**src/rtl/cmd_pkg.sv**
```systemverilog
// Shared frame width and state encodings for the command framer.
// Imported by reply_fifo and cmd_framer.
package cmd_pkg;

  localparam int FRAME_BYTES = 3;
  localparam int FRAME_W     = 8 * FRAME_BYTES;

  typedef logic [FRAME_W-1:0] frame_t;

  typedef enum logic [1:0] {
    RX0 = 2'd0,
    RX1 = 2'd1,
    RX2 = 2'd2
  } rx_state_t;

  typedef enum logic [1:0] {
    TX_IDLE = 2'd0,
    TX_B0   = 2'd1,
    TX_B1   = 2'd2,
    TX_B2   = 2'd3
  } tx_state_t;

endpackage

```
**src/rtl/reply_fifo.sv**
```systemverilog
// Reply FIFO: DEPTH frame_t entries, synchronous active-high reset.
// Ports: clk, reset, push/push_data (dropped when full), pop/pop_data
// (first-word fall-through), full, empty.
module reply_fifo
  import cmd_pkg::*;
#(
  parameter int DEPTH = 8
) (
  input  logic   clk,
  input  logic   reset,
  input  logic   push,
  input  frame_t push_data,
  input  logic   pop,
  output frame_t pop_data,
  output logic   full,
  output logic   empty
);

  localparam int AW = $clog2(DEPTH);
  localparam logic [AW:0] FULL_CNT = (AW+1)'(DEPTH);

  frame_t        mem [DEPTH];
  logic [AW-1:0] wr_ptr;
  logic [AW-1:0] rd_ptr;
  logic [AW:0]   count;
  logic          do_push;
  logic          do_pop;

  assign full     = (count == FULL_CNT);
  assign empty    = (count == '0);
  // A push into a full FIFO is lost even if a pop frees a slot
  // in the same cycle.
  assign do_push  = push && !full;
  assign do_pop   = pop && !empty;
  assign pop_data = mem[rd_ptr];

  always_ff @(posedge clk) begin
    if (do_push) begin
      mem[wr_ptr] <= push_data;
    end
  end

  // Pointers wrap naturally: DEPTH is a power of two.
  always_ff @(posedge clk) begin
    if (reset) begin
      wr_ptr <= '0;
      rd_ptr <= '0;
      count  <= '0;
    end else begin
      if (do_push) wr_ptr <= wr_ptr + 1'b1;
      if (do_pop)  rd_ptr <= rd_ptr + 1'b1;
      unique case ({do_push, do_pop})
        2'b10:   count <= count + 1'b1;
        2'b01:   count <= count - 1'b1;
        default: count <= count;
      endcase
    end
  end

endmodule

```
**src/rtl/cmd_framer.sv**
```systemverilog
// Host command framer: packs 3 RX bytes into a command strobe and
// serialises queued 24-bit replies back to the host, MSB byte first.
// Ports: i_command_clk, i_reset (sync, high), i_rx_byte/i_rx_valid,
// o_command/o_command_data, i_reply/i_reply_data, o_overflow,
// o_tx_byte/o_tx_valid/i_tx_ready.
// Define CMD_FRAMER_TIMEOUT_EN to drop partial frames after
// TIMEOUT_CYCLES idle clocks.
module cmd_framer
  import cmd_pkg::*;
#(
  parameter int FIFO_DEPTH     = 8,
  parameter int TIMEOUT_CYCLES = 100000
) (
  input  logic               i_command_clk,
  input  logic               i_reset,
  input  logic [7:0]         i_rx_byte,
  input  logic               i_rx_valid,
  output logic               o_command,
  output logic [FRAME_W-1:0] o_command_data,
  input  logic               i_reply,
  input  logic [FRAME_W-1:0] i_reply_data,
  output logic               o_overflow,
  output logic [7:0]         o_tx_byte,
  output logic               o_tx_valid,
  input  logic               i_tx_ready
);

  if (FIFO_DEPTH < 2 || FIFO_DEPTH > 64 ||
      (FIFO_DEPTH & (FIFO_DEPTH - 1)) != 0 ||
      TIMEOUT_CYCLES < 1) begin : g_bad_param
    $error("cmd_framer: illegal parameter value");
  end

  // ---------------- RX framing ----------------
  rx_state_t          rx_state;
  rx_state_t          rx_next;
  logic [FRAME_W-9:0] frame_lo;
  logic               timeout_hit;

  always_ff @(posedge i_command_clk) begin
    if (i_reset) rx_state <= RX0;
    else         rx_state <= rx_next;
  end

  always_comb begin
    rx_next = rx_state;
    if (i_rx_valid) begin
      unique case (rx_state)
        RX0:     rx_next = RX1;
        RX1:     rx_next = RX2;
        default: rx_next = RX0;
      endcase
    end else if (timeout_hit) begin
      rx_next = RX0;
    end
  end

  // Only the first two bytes are buffered; the third is taken
  // straight from i_rx_byte when the frame completes.
  always_ff @(posedge i_command_clk) begin
    if (i_reset) begin
      frame_lo       <= '0;
      o_command      <= 1'b0;
      o_command_data <= '0;
    end else begin
      o_command <= 1'b0;
      if (i_rx_valid) begin
        frame_lo <= {frame_lo[7:0], i_rx_byte};
        if (rx_state == RX2) begin
          o_command      <= 1'b1;
          o_command_data <= {frame_lo, i_rx_byte};
        end
      end
    end
  end

`ifdef CMD_FRAMER_TIMEOUT_EN
  localparam int TW = $clog2(TIMEOUT_CYCLES + 1);

  logic [TW-1:0] idle_cnt;

  assign timeout_hit = !i_rx_valid && (rx_state != RX0) &&
                       (idle_cnt == TW'(TIMEOUT_CYCLES - 1));

  always_ff @(posedge i_command_clk) begin
    if (i_reset) begin
      idle_cnt <= '0;
    end else if (i_rx_valid || rx_state == RX0 || timeout_hit) begin
      idle_cnt <= '0;
    end else begin
      idle_cnt <= idle_cnt + 1'b1;
    end
  end
`else
  assign timeout_hit = 1'b0;
`endif

  // ---------------- reply FIFO ----------------
  frame_t fifo_data;
  logic   fifo_full;
  logic   fifo_empty;
  logic   fifo_pop;

  reply_fifo #(
    .DEPTH (FIFO_DEPTH)
  ) u_fifo (
    .clk       (i_command_clk),
    .reset     (i_reset),
    .push      (i_reply),
    .push_data (i_reply_data),
    .pop       (fifo_pop),
    .pop_data  (fifo_data),
    .full      (fifo_full),
    .empty     (fifo_empty)
  );

  assign o_overflow = fifo_full;

  // ---------------- TX serialiser ----------------
  tx_state_t tx_state;
  tx_state_t tx_next;
  frame_t    tx_shift;
  logic      tx_accept;

  assign o_tx_valid = (tx_state != TX_IDLE);
  assign o_tx_byte  = tx_shift[FRAME_W-1 -: 8];
  assign tx_accept  = o_tx_valid && i_tx_ready;
  assign fifo_pop   = (tx_state == TX_IDLE) && !fifo_empty;

  always_ff @(posedge i_command_clk) begin
    if (i_reset) tx_state <= TX_IDLE;
    else         tx_state <= tx_next;
  end

  always_comb begin
    tx_next = tx_state;
    unique case (tx_state)
      TX_IDLE: if (!fifo_empty) tx_next = TX_B0;
      TX_B0:   if (tx_accept)   tx_next = TX_B1;
      TX_B1:   if (tx_accept)   tx_next = TX_B2;
      default: if (tx_accept)   tx_next = TX_IDLE;
    endcase
  end

  // Shift left on each accepted byte so the top byte is always
  // the one on the wire; it holds while the sink stalls.
  always_ff @(posedge i_command_clk) begin
    if (i_reset) begin
      tx_shift <= '0;
    end else if (fifo_pop) begin
      tx_shift <= fifo_data;
    end else if (tx_accept) begin
      tx_shift <= {tx_shift[FRAME_W-9:0], 8'h00};
    end
  end

endmodule

```
**config.mk**
```make
export PLATFORM = sky130hd
export DESIGN_NAME = cmd_framer
export DESIGN_NICKNAME = d
export VERILOG_FILES = /design/src/rtl/cmd_pkg.sv /design/src/rtl/reply_fifo.sv /design/src/rtl/cmd_framer.sv
export SDC_FILE = /design/constraint.sdc
export NUM_CORES = 1
export LEC_CHECK = 0
export BUFFER_PORTS_ARGS = -buffer_cell sky130_fd_sc_hd__buf_2
export CAP_MARGIN = 5
export CORE_ASPECT_RATIO = 2
export CORE_MARGIN = 10
export CORE_UTILIZATION = 51
export DETAILED_ROUTE_END_ITERATION = 12
export MAX_ROUTING_LAYER = met4
export PLACE_DENSITY = 0.74
export SLEW_MARGIN = 25
export SYNTH_ARGS = -nofsm -noshare
export SYNTH_HDL_FRONTEND = slang
export SYNTH_SLANG_ARGS = --single-unit
```
**constraint.sdc**
```tcl
create_clock -name i_command_clk -period 9.5 [get_ports i_command_clk]
set_clock_uncertainty 0.15 [all_clocks]
set_input_delay 1.425 -clock i_command_clk [delete_from_list [all_inputs] [get_ports i_command_clk]]
set_output_delay 1.425 -clock i_command_clk [all_outputs]
set_load 0.02 [all_outputs]
```
Yosys cells after proc, flatten, opt, wreduce, memory -nomap -nowiden
Memories as Yosys holds them, arrays and structs flattened. A register that Yosys moved wholly into a read port is not among the register bits.
Cells that the tools add are included.
{ "word_totals": {"ff_bits": 79, "ram_bits": 192, "in_bits": 37, "out_inout_bits": 35, "memories": 1} }
{ "mem_list": {"columns": ["name", "words", "width", "read_ports", "rd_clocked_by_memory_dff", "wr", "line_no", "source"], "rows": [
  ["u_fifo.mem", 8, 24, 1, 1, 1, "reply_fifo.sv:22", "frame_t mem [DEPTH];"]
]} }
{ "op_classes": {"add_sub_neg": 4, "n_eq_ne": 10, "mux": 14, "n_bitwise": 1, "n_reduce_logical": 16} }
{ "ops": {"columns": ["cell", "count"], "rows": [
  ["$mux 24", 2],
  ["$mux 2", 4],
  ["$pmux 4 s2", 1],
  ["$reduce_bool 2->1", 4],
  ["$add 3x1->3 const B", 2],
  ["$eq 2x1->1 const B", 3],
  ["$eq 2x2->1 const B", 3],
  ["$mux 3", 2],
  ["$ne 2x2->1 const B", 3],
  ["$pmux 2 s3", 1],
  ["$add 4x1->4 const B", 1],
  ["$eq 4x4->1 const B", 1],
  ["$logic_and 1x1->1", 4],
  ["$logic_not 2->1", 2],
  ["$logic_not 4->1", 1],
  ["$pmux 2 s2", 1],
  ["$reduce_and 4->1", 1],
  ["$sub 4x1->4 const B", 1],
  ["$mux 1", 3],
  ["$logic_not 1->1", 2],
  ["$reduce_and 2->1", 1],
  ["$reduce_or 2->1", 1],
  ["$not 1->1", 1]
]} }

Logic depth before layout (Yosys ltp)
Gate-level depths: netlist of the first run.
{ "depth": {"word_depth": 6, "ltp_mapped": 11} }

By module
A second synthesis of the first run with hierarchy kept.
{ "hier_totals": {"hier_cells": 671, "hier_area_um2": 10792.9} }
{ "modules_own_cells": {"columns": ["module", "n_inst", "cells_each", "area_per_inst_um2", "seq_area_each_um2"], "rows": [
  ["reply_fifo", 1, 351, 7982.7, 6025.8],
  ["cmd_framer", 1, 320, 2810.2, 1381.3]
]} }

Worst setup path after synthesis of the first run
OpenSTA, ideal clock, no wires.
{ "synth_timing": {"path_type": "input port to flip-flop", "startpoint": "in i_reply", "endpoint": "mem u_fifo.mem[0][0] (netlist bit) (enable)", "setup_time_ns": 0.435, "t_arrival_ns": 3.516, "required_ns": 8.915, "path_slack_ns": 5.399, "path_stages": 3, "path_cell_list": "nand2_1 > or2_2 > nor3_1"} }
{ "synth_via": {"elab_chain_len": 3} }
{ "synth_lines": {"columns": ["item", "line_no", "source"], "rows": [
  ["start, declared", "cmd_framer.sv:20", "input logic i_reply,"],
  ["$logic_and 1x1->1", "reply_fifo.sv:33", "assign do_push = push && !full;"],
  ["$mux 1", "reply_fifo.sv:38", "if (do_push) begin"],
  ["$mux 1 (implied by the code)", "reply_fifo.sv:39", "mem[wr_ptr] <= push_data;"],
  ["end, declared", "reply_fifo.sv:22", null]
]} }
Every way passes these cells.

Worst setup path in the final report of the first run
{ "layout_timing": {"startpoint": "reg u_fifo.count[1]", "endpoint": "out o_overflow"} }
{ "layout_via": {"elab_chain_len": 1} }
{ "layout_lines": {"columns": ["item", "line_no", "source"], "rows": [
  ["start, declared", "reply_fifo.sv:25", "logic [AW:0] count;"],
  ["start signal, assigned", "reply_fifo.sv:53", "2'b10: count <= count + 1'b1;"],
  ["start signal, assigned", "reply_fifo.sv:54", "2'b01: count <= count - 1'b1;"],
  ["start signal, assigned", "reply_fifo.sv:55", "default: count <= count;"],
  ["$eq 4x4->1", "reply_fifo.sv:29", "assign full = (count == FULL_CNT);"],
  ["end, declared", "cmd_framer.sv:22", "output logic o_overflow,"]
]} }
Every way passes these cells.

==> results of run 1 <==
==> sequential cells by signal, indices dropped and copies added (netlist names), named ones only <==
name            flops
rx_state            2
o_command           1
tx_state            2
tx_shift           24
frame_lo           16
u_fifo.mem        192
u_fifo.wr_ptr       3
o_command_data     24
u_fifo.rd_ptr       3
u_fifo.count        4
==> kinds of logic (layout without fill, tap and decap cells) <==
kind of cell | after synthesis | after routing
DFF | 274 | 274
other | 0 | 1
adders and majority gates | 8 | 8
muxes | 68 | 68
and+or+nand+nor | 164 | 164
buffers and inverters | 48 | 130
xor gates and xnor gates | 6 | 6
AOI/OAI and AO/OA | 76 | 76
==> area by class of cell <==
cell class,instances,area [um2],share of cell area
clock inverters,15,134,0.0115
repair buffers,84,453,0.0388
multi-input cells,322,2710,0.232
diodes,1,2.50,0.000214
flip-flops and latches,274,7410,0.634
clock buffers,26,629,0.0539
well taps,262,328,0.0281
inverters,5,18.8,0.00161
==> where the power goes <==
group | switching (uW) | internal [uW] | leakage [uW] | total, uW
Sequential | 62.0 | 1390 | 0.00241 | 1450
Clock | 413 | 535 | 0.000380 | 947
Combinational | 403 | 287 | 0.00123 | 690
==> Yosys cell counts, types with 3 or more instances <==
library cell,instances
edfxtp_1,192
dfxtp_1,82
nand2_1,74
mux4_2,48
nor2_1,37
a21oi_1,30
nor3_1,20
mux2i_1,19
nor2b_1,17
o22ai_1,17
a211oi_1,16
buf_2,15
clkbuf_1,14
buf_4,10
a22oi_1,8
ha_1,8
nand2b_1,5
xor2_1,5
inv_1,4
buf_6,3
nand3_1,3
==> metal layers <==
layer,GRT usage,wire [um]
met4,0.0612,607
met1,0.174,7560
met2,0.283,11500
met3,0.0309,1180
met5,-,0
==> worst max-delay path by stage <==
stage                          from  slack (ns)  cells after the start          endpoint
floorplan                   i_reply        5.40                      3  u_fifo.mem[0][0]
global placement            i_reply        5.90                      4  u_fifo.mem[1][0]
detailed placement          i_reply        6.13                      4  u_fifo.mem[1][4]
CTS                 u_fifo.count[1]        6.11                      3        o_overflow
global route        u_fifo.count[1]        6.03                      3        o_overflow
finish              u_fifo.count[1]        6.12                      3        o_overflow
==> through the flow <==
| step | instance area, um2 | hold slack, ns | cells | power, uW | worst slack, ns |
|---|---|---|---|---|---|
| after detailed placement | 10900 | 0.294 | 947 | 2160 | 6.13 |
| after CTS | 11700 | 0.303 | 988 | 3110 | 6.11 |
| after floorplan | 10300 | 0.266 | 644 | 1990 | 5.40 |
| after global placement | 10900 | 0.290 | 947 | 2130 | 5.90 |
| after global routing | 11700 | 0.323 | 989 | 3230 | 6.03 |
| final | 11700 | 0.301 | 989 | 3080 | 6.12 |
==> worst max-delay path: cells and delay by family (launching register included) <==
family	cells	cell delay, ns
flip-flops	1	0.40
AND/OR/NAND/NOR	1	0.64
buffers and inverters	2	0.24
==> summary.md, run 1 <==
| Metric | Value |
|---|---|
| Deepest clock path buffer count | `3` |
| Xor-xnor portion of the synthesized cell area | `0.00508` |
| # hold bufs at CTS | `0` |
| Hold_sp | `o_command_data[12]` |
| Status | `finished clean` |
| WS Path Type | `reg2out` |
| # nets final | `755` |
| Worst Hold Class | `reg2reg` |
| Die height | `roughly 220 um` |
| CP Capture Type | `output pin` |
| Synth Cell Area | `between 0.01 and 0.015 mm2` |
| Vias in the first global route | `5,993` |
| Worst-margin pin slew | `0.898 ns` |
| Setup_tns | `0 ns` |
| Total CTS buffers | `23` |
| Layout cells sized above 1 | `0.256` |
| Total core area | `0.0199 mm2` |
| Post-synthesis cell type count | `36` |
| Synth top area cells | `edfxtp_1 (56%), dfxtp_1 (16%), mux4_2 (10%), nand2_1 (2.7%), mux2i_1 (1.8%)` |
| P per Cell Area | `264 mW/mm2` |
| Cell Chain, Critical Path | `or4b_1 -> inv_1 -> buf_2` |
| H-tree Lvls | `1` |
| Lkg Pwr | `0.00403 uW` |
| Reg2reg path depth | `12` |
| Most common cell after layout, fill and taps aside | `edfxtp_1` |
| Adder-cell share of the synthesized area | `0.00968` |
| Peak supply drop | `approximately 0.13 mV` |
| Proportion of synthesized area in mux cells | `0.124` |
| Max-slew violation count | `0` |
| Starting density of the core | `0.519` |
| Die Width | `roughly 120 um` |
| Drt drc | `0` |
| Required @ worst endpoint | `7.93 ns` |
| Die Area | `0.0267 mm2` |
| Post-layout util | `0.587` |
| Worst path max stage delay | `0.64 ns` |
| Max Cap Viol | `0` |
| Async S/R FF share, synth | `0` |
| Largest net degree at the start of global routing | `77` |
| IO Count | `72` |
| Area added between synthesis and finish | `13.0%` |
| CTS Root Cell | `clkbuf_16` |
| Placer congestion estimate | `between 0.7 and 0.8` |
| Post-Route WL | `~21,000 um` |
| Top_reg_cell synth | `edfxtp_1` |
| Register area share after synthesis | `0.717` |
| First-pass GRT wire length | `33,200 um` |
| Synth Register Bits | `274` |
| Yosys synthesis warning count | `0` |
| Resize count post-CTS | `0` |
| Period Utilization, post-route | `0.356` |
| Largest family of logic cells by synthesized area | `multiplexers` |
| TritonCTS clock tree | `done` |
| Synth Area in Compound Gates | `0.0476` |
| R2R Path End | `u_fifo.count[2]` |
| Post-synth top area share | `0.558` |
| Placed wire-length estimate | `13,300 um` |
| Synthesized netlist cell count | `644` |
| Worst hold endpoint | `o_command_data[12]` |
| Final setup vio count | `0` |
| Most frequent cells in the layout | `edfxtp_1 (192), dfxtp_1 (80), nand2_1 (74), buf_2 (71), mux4_2 (48)` |
| Simple-gate share of the synthesized area | `0.0720` |
| Worst r2r src | `tx_state[0]` |
| Remaining Overflow, GRT | `0` |
| Worst Hold Path Cells | `2` |
| Avg WL per Cell | `21.1 um` |
| Syn nets | `689` |
| GRT Util Overall | `0.161` |
| Clock-pin slew on the worst setup and hold paths | `approximately 0.07 ns` |
| Fmax achieved | `296 MHz` |
| Period minus WS final | `3.38 ns` |
| Row cnt | `73` |
| Unrepaired setup endpoints after global routing | `false` |
| I/O Buffers | `approximately 70` |
| Clk sinks | `274` |
| DR vias | `between 5,000 and 6,000` |
| Antenna violation net count after detailed routing | `0` |
| # fillers | `1,518` |
| Vias per cell | `5.66` |
| Initial DRC Count | `roughly 460` |
| R2R setup slack | `6.59 ns` |
| Slowest stage cell, crit path | `or4b_1` |
| Antenna violations before repair | `1` |
| Crit-path max FO | `8` |
| Drt first pass iters | `4` |
| Post-CTS Setup Bufs | `0` |
| CP startpoint kind | `register` |
| Clk_lat worst skew | `approximately 0.52 ns` |
| Syn avg cell area | `between 15 and 20 um2` |
| CP arrival | `1.80 ns` |
| Max_slew headroom | `0.401` |
| Final hold vios | `0` |
| Yosys top cell by area | `edfxtp_1` |
| EDFF count, synth | `between 150 and 200` |
No activity file was read; power rests on OpenSTA's default activity.
==> inputs of run 2 (changes only) <==
--- a/config.mk
+++ b/config.mk
@@ -12,7 +12,7 @@
 export CORE_UTILIZATION = 51
 export DETAILED_ROUTE_END_ITERATION = 12
 export MAX_ROUTING_LAYER = met4
-export PLACE_DENSITY = 0.74
+export PLACE_DENSITY = 0.77
 export SLEW_MARGIN = 25
 export SYNTH_ARGS = -nofsm -noshare
 export SYNTH_HDL_FRONTEND = slang
==> constraint.sdc (replaced) <==
create_clock -name i_command_clk -period 2.75 [get_ports i_command_clk]
set_clock_uncertainty 0.15 [all_clocks]
set_input_delay 0.4125 -clock i_command_clk [delete_from_list [all_inputs] [get_ports i_command_clk]]
set_output_delay 0.4125 -clock i_command_clk [all_outputs]
set_load 0.02 [all_outputs]
==> summary.md, run 2 (same netlist as run 1, synthesis figures left out) <==
| Metric | Value |
|---|---|
| Largest net degree at the start of global routing | `46` |
| Max reg flops | `192` |
| ANT cells | `0` |
| CP startpoint kind | `register` |
| Drt first pass iters | `4` |
| Placer congestion estimate | `0.779` |
| Post-layout util | `0.597` |
| Max_slew headroom | `0.458` |
| Biggest register | `u_fifo.mem` |
| # fillers | `1,488` |
| Die Width | `around 120 um` |
| Setup_tns | `0 ns` |
| Period minus WS final | `around 2.6 ns` |
| Total CTS buffers | `22` |
| Worst path max stage delay | `0.59 ns` |
| DR vias | `roughly 5,600` |
| Placed cells | `957` |
| Non-filler cells, final | `approximately 1,000` |
| Peak supply drop | `0.455 mV` |
| Final hold vios | `0` |
| # nets final | `774` |
| Fmax achieved | `388 MHz` |
| Slowest stage cell, crit path | `or4b_1` |
| Drt drc | `0` |
| Cell Chain, Critical Path | `or4b_1 -> nand2_2 -> ha_2 -> xor2_1 -> ha_1 -> a21oi_1 -> xor2_1 -> or3_1 -> a21oi_1` |
| CP Capture Type | `register` |
| Clk_lat worst skew | `0.53 ns` |
| CP arrival | `2.87 ns` |
| Post-Route WL | `20,800 um` |
| Most frequent cells in the layout | `edfxtp_1 (192), dfxtp_1 (78), nand2_1 (73), buf_2 (71), mux4_2 (48)` |
| Max Cap Viol | `0` |
| Die height | `221 um` |
| Avg WL per Cell | `20.7 um` |
| Crit-path max FO | `6` |
| Row cnt | `73` |
| Layout cells sized above 1 | `0.270` |
| Max-slew violation count | `0` |
| H-tree Lvls | `1` |
| First-pass GRT wire length | `33,000 um` |
| Remaining Overflow, GRT | `0` |
| Clock-pin slew on the worst setup and hold paths | `around 0.070 ns` |
| Clk sinks | `274` |
| Area added between synthesis and finish | `15.0%` |
| Final setup vio count | `0` |
| I/O Buffers | `between 70 and 80` |
| Total core area | `0.0199 mm2` |
| Placed wire-length estimate | `roughly 14,000 um` |
| Worst Hold Class | `in2reg` |
| Most common cell after layout, fill and taps aside | `edfxtp_1` |
| Starting density of the core | `0.519` |
| Post-CTS Setup Bufs | `0` |
| Worst-margin pin slew | `0.810 ns` |
| Period Utilization, post-route | `0.938` |
| P per Cell Area | `903 mW/mm2` |
| Largest regs | `u_fifo.mem (192), o_command_data (24), tx_shift (24)` |
| Die Area | `0.0267 mm2` |
| Vias in the first global route | `between 6,000 and 7,000` |
| Deepest clock path buffer count | `3` |
| CTS Root Cell | `clkbuf_16` |
| IO Count | `72` |
| Required @ worst endpoint | `3.04 ns` |
| WS Path Type | `reg2reg` |
| TritonCTS clock tree | `done` |
| Antenna violations before repair | `0` |
| Lkg Pwr | `0.00411 uW` |
| R2R setup slack | `0.17 ns` |
| GRT Util Overall | `0.160` |
| Antenna violation net count after detailed routing | `0` |
| Initial DRC Count | `385` |
| Status | `finished clean` |
| Vias per cell | `between 5 and 6` |
==> run 2: cell count changes in the layout (fill, tap and decap cells not counted), moves of 2 or more <==
cell,before,now
inv_4,2,0
buf_4,13,21
dlygate4sd3_1,0,10
inv_6,2,0
clkbuf_16,25,22
dfxtp_2,2,4
clkinvlp_2,1,3
clkinv_4,0,2
buf_12,0,2
bufinv_16,2,4
dfxtp_1,80,78
==> run 2: worst max-delay path: cells and delay by family, from the launching register on <==
kind                     cells  cell delay (ns)
adder cells (fa/ha/maj)      2             0.41
flip-flops                   1             0.37
XOR/XNOR                     2             0.32
AO/OA/AOI/OAI                2             0.22
AND/OR/NAND/NOR              3             1.04
==> run 2: cell type report <==
type	count	area, um2	area share
inverter	5	18.8	0.00158
multi-input combinational	322	2710	0.228
sequential	274	7410	0.624
clock buffer	23	554	0.0466
tap	262	328	0.0276
clock inverter	17	205	0.0173
timing repair buffer	104	653	0.0550
==> run 2: worst paths after layout <==
kind,startpoint,endpoint,cells past startpoint
worst min-delay path,i_reply_data[18],u_fifo.mem[6][18],1
worst min register to register,tx_shift[2],tx_shift[2],2
worst max-delay path,u_fifo.count[0],u_fifo.count[2],9
worst max register to register,u_fifo.count[0],u_fifo.count[2],9
==> run 2: report_power, final <==
group          internal [uW]  switching (uW)  total, uW
clock                   1860            1410       3270
combinational           1060            1370       2430
sequential              4790             244       5030
total                   7710            3020      10700
==> run 2: per-stage QoR <==
stage / cell area [um2] / hold WS, ns / worst slack, ns / power, uW
after floorplan: 10300 / 0.266 / 0.0460 / 6890
after global placement: 11000 / 0.284 / 0.224 / 7420
after detailed placement: 11000 / 0.282 / 0.0953 / 7540
after CTS: 11900 / 0.00285 / 0.0576 / 10800
after global routing: 11900 / 0.0238 / -0.00666 / 11200
final: 11900 / 0.00832 / 0.171 / 10700
==> run 2: repair_timing <==
item	in CTS	in global routing
hold buffers	10	0
endpoints found under the hold margin	22	0
endpoints found under the setup margin	0	1
resized for setup	0	4
==> run 2: layer usage <==
metal  share of wire  wire [um]  vias up  GRT usage
met5               0          0        -          -
met4           0.030        617        0     0.0632
met3           0.047        972       37     0.0255
met2            0.57      11800      141      0.293
met1            0.36       7430     2859      0.164
li1                -          -     2600          -
==> inputs of run 3 (changes only) <==
--- a/config.mk
+++ b/config.mk
@@ -13,6 +13,7 @@
 export DETAILED_ROUTE_END_ITERATION = 12
 export MAX_ROUTING_LAYER = met4
 export PLACE_DENSITY = 0.77
+export RECOVER_POWER = 100
 export SLEW_MARGIN = 25
 export SYNTH_ARGS = -nofsm -noshare
 export SYNTH_HDL_FRONTEND = slang
==> summary.md, run 3 (same netlist as run 1, synthesis figures left out) <==
| Metric | Value |
|---|---|
| Status | `finished clean` |
| Total CTS buffers | `22` |
| Row cnt | `73` |
| Placed wire-length estimate | `13,800 um` |
| Area added between synthesis and finish | `14.3%` |
| Final hold vios | `0` |
| Vias in the first global route | `approximately 6,000` |
| First-pass GRT wire length | `~33,000 um` |
| Starting density of the core | `0.519` |
| P per Cell Area | `907 mW/mm2` |
| Die Area | `0.0267 mm2` |
| Biggest register | `u_fifo.mem` |
| # nets final | `about 770` |
| Placer congestion estimate | `just under 0.8` |
| Buf/Inv on CP | `0` |
| H-tree Lvls | `1` |
| Worst-margin pin slew | `1.37 ns` |
| Lkg Pwr | `0.00390 uW` |
| Drt first pass iters | `4` |
| Die height | `221 um` |
| Period minus WS final | `2.58 ns` |
| Final setup vio count | `0` |
| Peak supply drop | `0.455 mV` |
| Post-CTS Setup Bufs | `0` |
| Largest net degree at the start of global routing | `46` |
| Required @ worst endpoint | `3.04 ns` |
| Initial DRC Count | `404` |
| Most frequent cells in the layout | `edfxtp_1 (192), dfxtp_1 (78), nand2_1 (73), clkbuf_1 (59), mux4_2 (48)` |
| WS Path Type | `reg2reg` |
| Clk sinks | `274` |
| Met3 usage | `0.0255` |
| Clk_lat worst skew | `0.53 ns` |
| CP Capture Type | `register` |
| Die Width | `121 um` |
| Total core area | `0.0199 mm2` |
| Cell family with most CP delay | `simple AND/OR/NAND/NOR gates` |
| Max reg flops | `between 150 and 200` |
| Deepest clock path buffer count | `3` |
| Slowest stage cell, crit path | `or4b_1` |
| ANT cells | `0` |
| Worst Hold Class | `in2reg` |
| GR peak layer | `met2` |
| Pre-CTS setup slack | `0.0953 ns` |
| Reg area | `0.00741 mm2` |
| Layout cells sized above 1 | `0.191` |
| Drt drc | `0` |
| Crit-path max FO | `6` |
| Fmax achieved | `slightly below 400 MHz` |
| Post-layout util | `0.593` |
| Largest regs | `u_fifo.mem (192), o_command_data (24), tx_shift (24)` |
| DR vias | `5,636` |
| Max_slew headroom | `0.0876` |
| I/O Buffers | `between 70 and 80` |
| # fillers | `1,518` |
| CP startpoint kind | `register` |
| Most common cell after layout, fill and taps aside | `edfxtp_1` |
| Remaining Overflow, GRT | `0` |
| Setup_tns | `0 ns` |
| IO Count | `between 70 and 80` |
| Antenna violation net count after detailed routing | `0` |
| Minimum hold slack | `0.0286 ns` |
| Vias per cell | `~5.6` |
| Clock-pin slew on the worst setup and hold paths | `approximately 0.070 ns` |
| GR Util met1 | `0.164` |
| Cell Chain, Critical Path | `or4b_1 -> nand2_2 -> ha_2 -> xor2_1 -> ha_1 -> a21oi_1 -> xor2_1 -> or3_1 -> a21oi_1` |
| Met2 usage | `0.293` |
| Design Power | `10,700 uW` |
| TritonCTS clock tree | `done` |
| Setup ws final | `0.171 ns` |
| GRT Util Overall | `0.160` |
| Avg WL per Cell | `20.8 um` |
| Max Cap Viol | `0` |
| Multi-input gate area | `between 0.002 and 0.003 mm2` |
| Antenna violations before repair | `0` |
| Max-slew violation count | `0` |
| CTS Root Cell | `clkbuf_16` |
| CP arrival | `2.87 ns` |
| Post-Route WL | `20,900 um` |
| Worst path max stage delay | `0.59 ns` |
| Period Utilization, post-route | `0.938` |
run 3: cell types whose count changed in the layout (fill, tap and decap cells not counted):
cell,change
clkbuf_1,+58
or2_0,+1
buf_2,-58
or2_2,-1
run 3: report_power, final:
group	leakage [uW]	switching (uW)	internal, uW
Combinational	0.00112	1360	1040
Sequential	0.00241	246	4790
Clock	0.000365	1410	1860
Total	0.00390	3020	7690
run 3: worst paths after layout:
check / end / cells past startpoint / start / slack (ns)
max reg2reg: u_fifo.count[2] / 9 / u_fifo.count[0] / 0.17
min reg2reg: tx_shift[2] / 2 / tx_shift[2] / 0.29
max: u_fifo.count[2] / 9 / u_fifo.count[0] / 0.17
min: o_command_data[6] / 3 / i_rx_byte[6] / 0.03
run 3: layer usage:
layer  share of wire  routed length (um)
met3           0.044                 929
met5               0                   0
met4           0.029                 614
met1            0.36                7570
met2            0.56               11800
run 3: through the flow:
stage | instances | instance area [um2]
6_report | 1007 | 11800
5_1_grt | 1007 | 11800
4_1_cts | 1007 | 11900
3_5_place_dp | 957 | 11000
3_3_place_gp | 957 | 11000
2_1_floorplan | 644 | 10300
run 3: repair_timing:
action	CTS	global route
setup endpoints to repair	0	1
hold endpoints to repair	22	0
resized for setup	0	4
hold buffers	10	0
run 3: area by class of cell:
class | instances | area share
Sequential cell | 274 | 0.627
Tap cell | 262 | 0.0278
Multi-Input combinational cell | 322 | 0.230
Clock buffer | 23 | 0.0469
Clock inverter | 17 | 0.0174
Inverter | 5 | 0.00159
Timing Repair Buffer | 104 | 0.0491
run 3: worst reg2reg max path: cells and delay by family, from the launching register on:
kind / cells / cell delay, ns
DFF: 1 / 0.37
AOI/OAI and AO/OA: 2 / 0.22
and+or+nand+nor: 3 / 1.04
xor gates and xnor gates: 2 / 0.32
adders and majority gates: 2 / 0.41
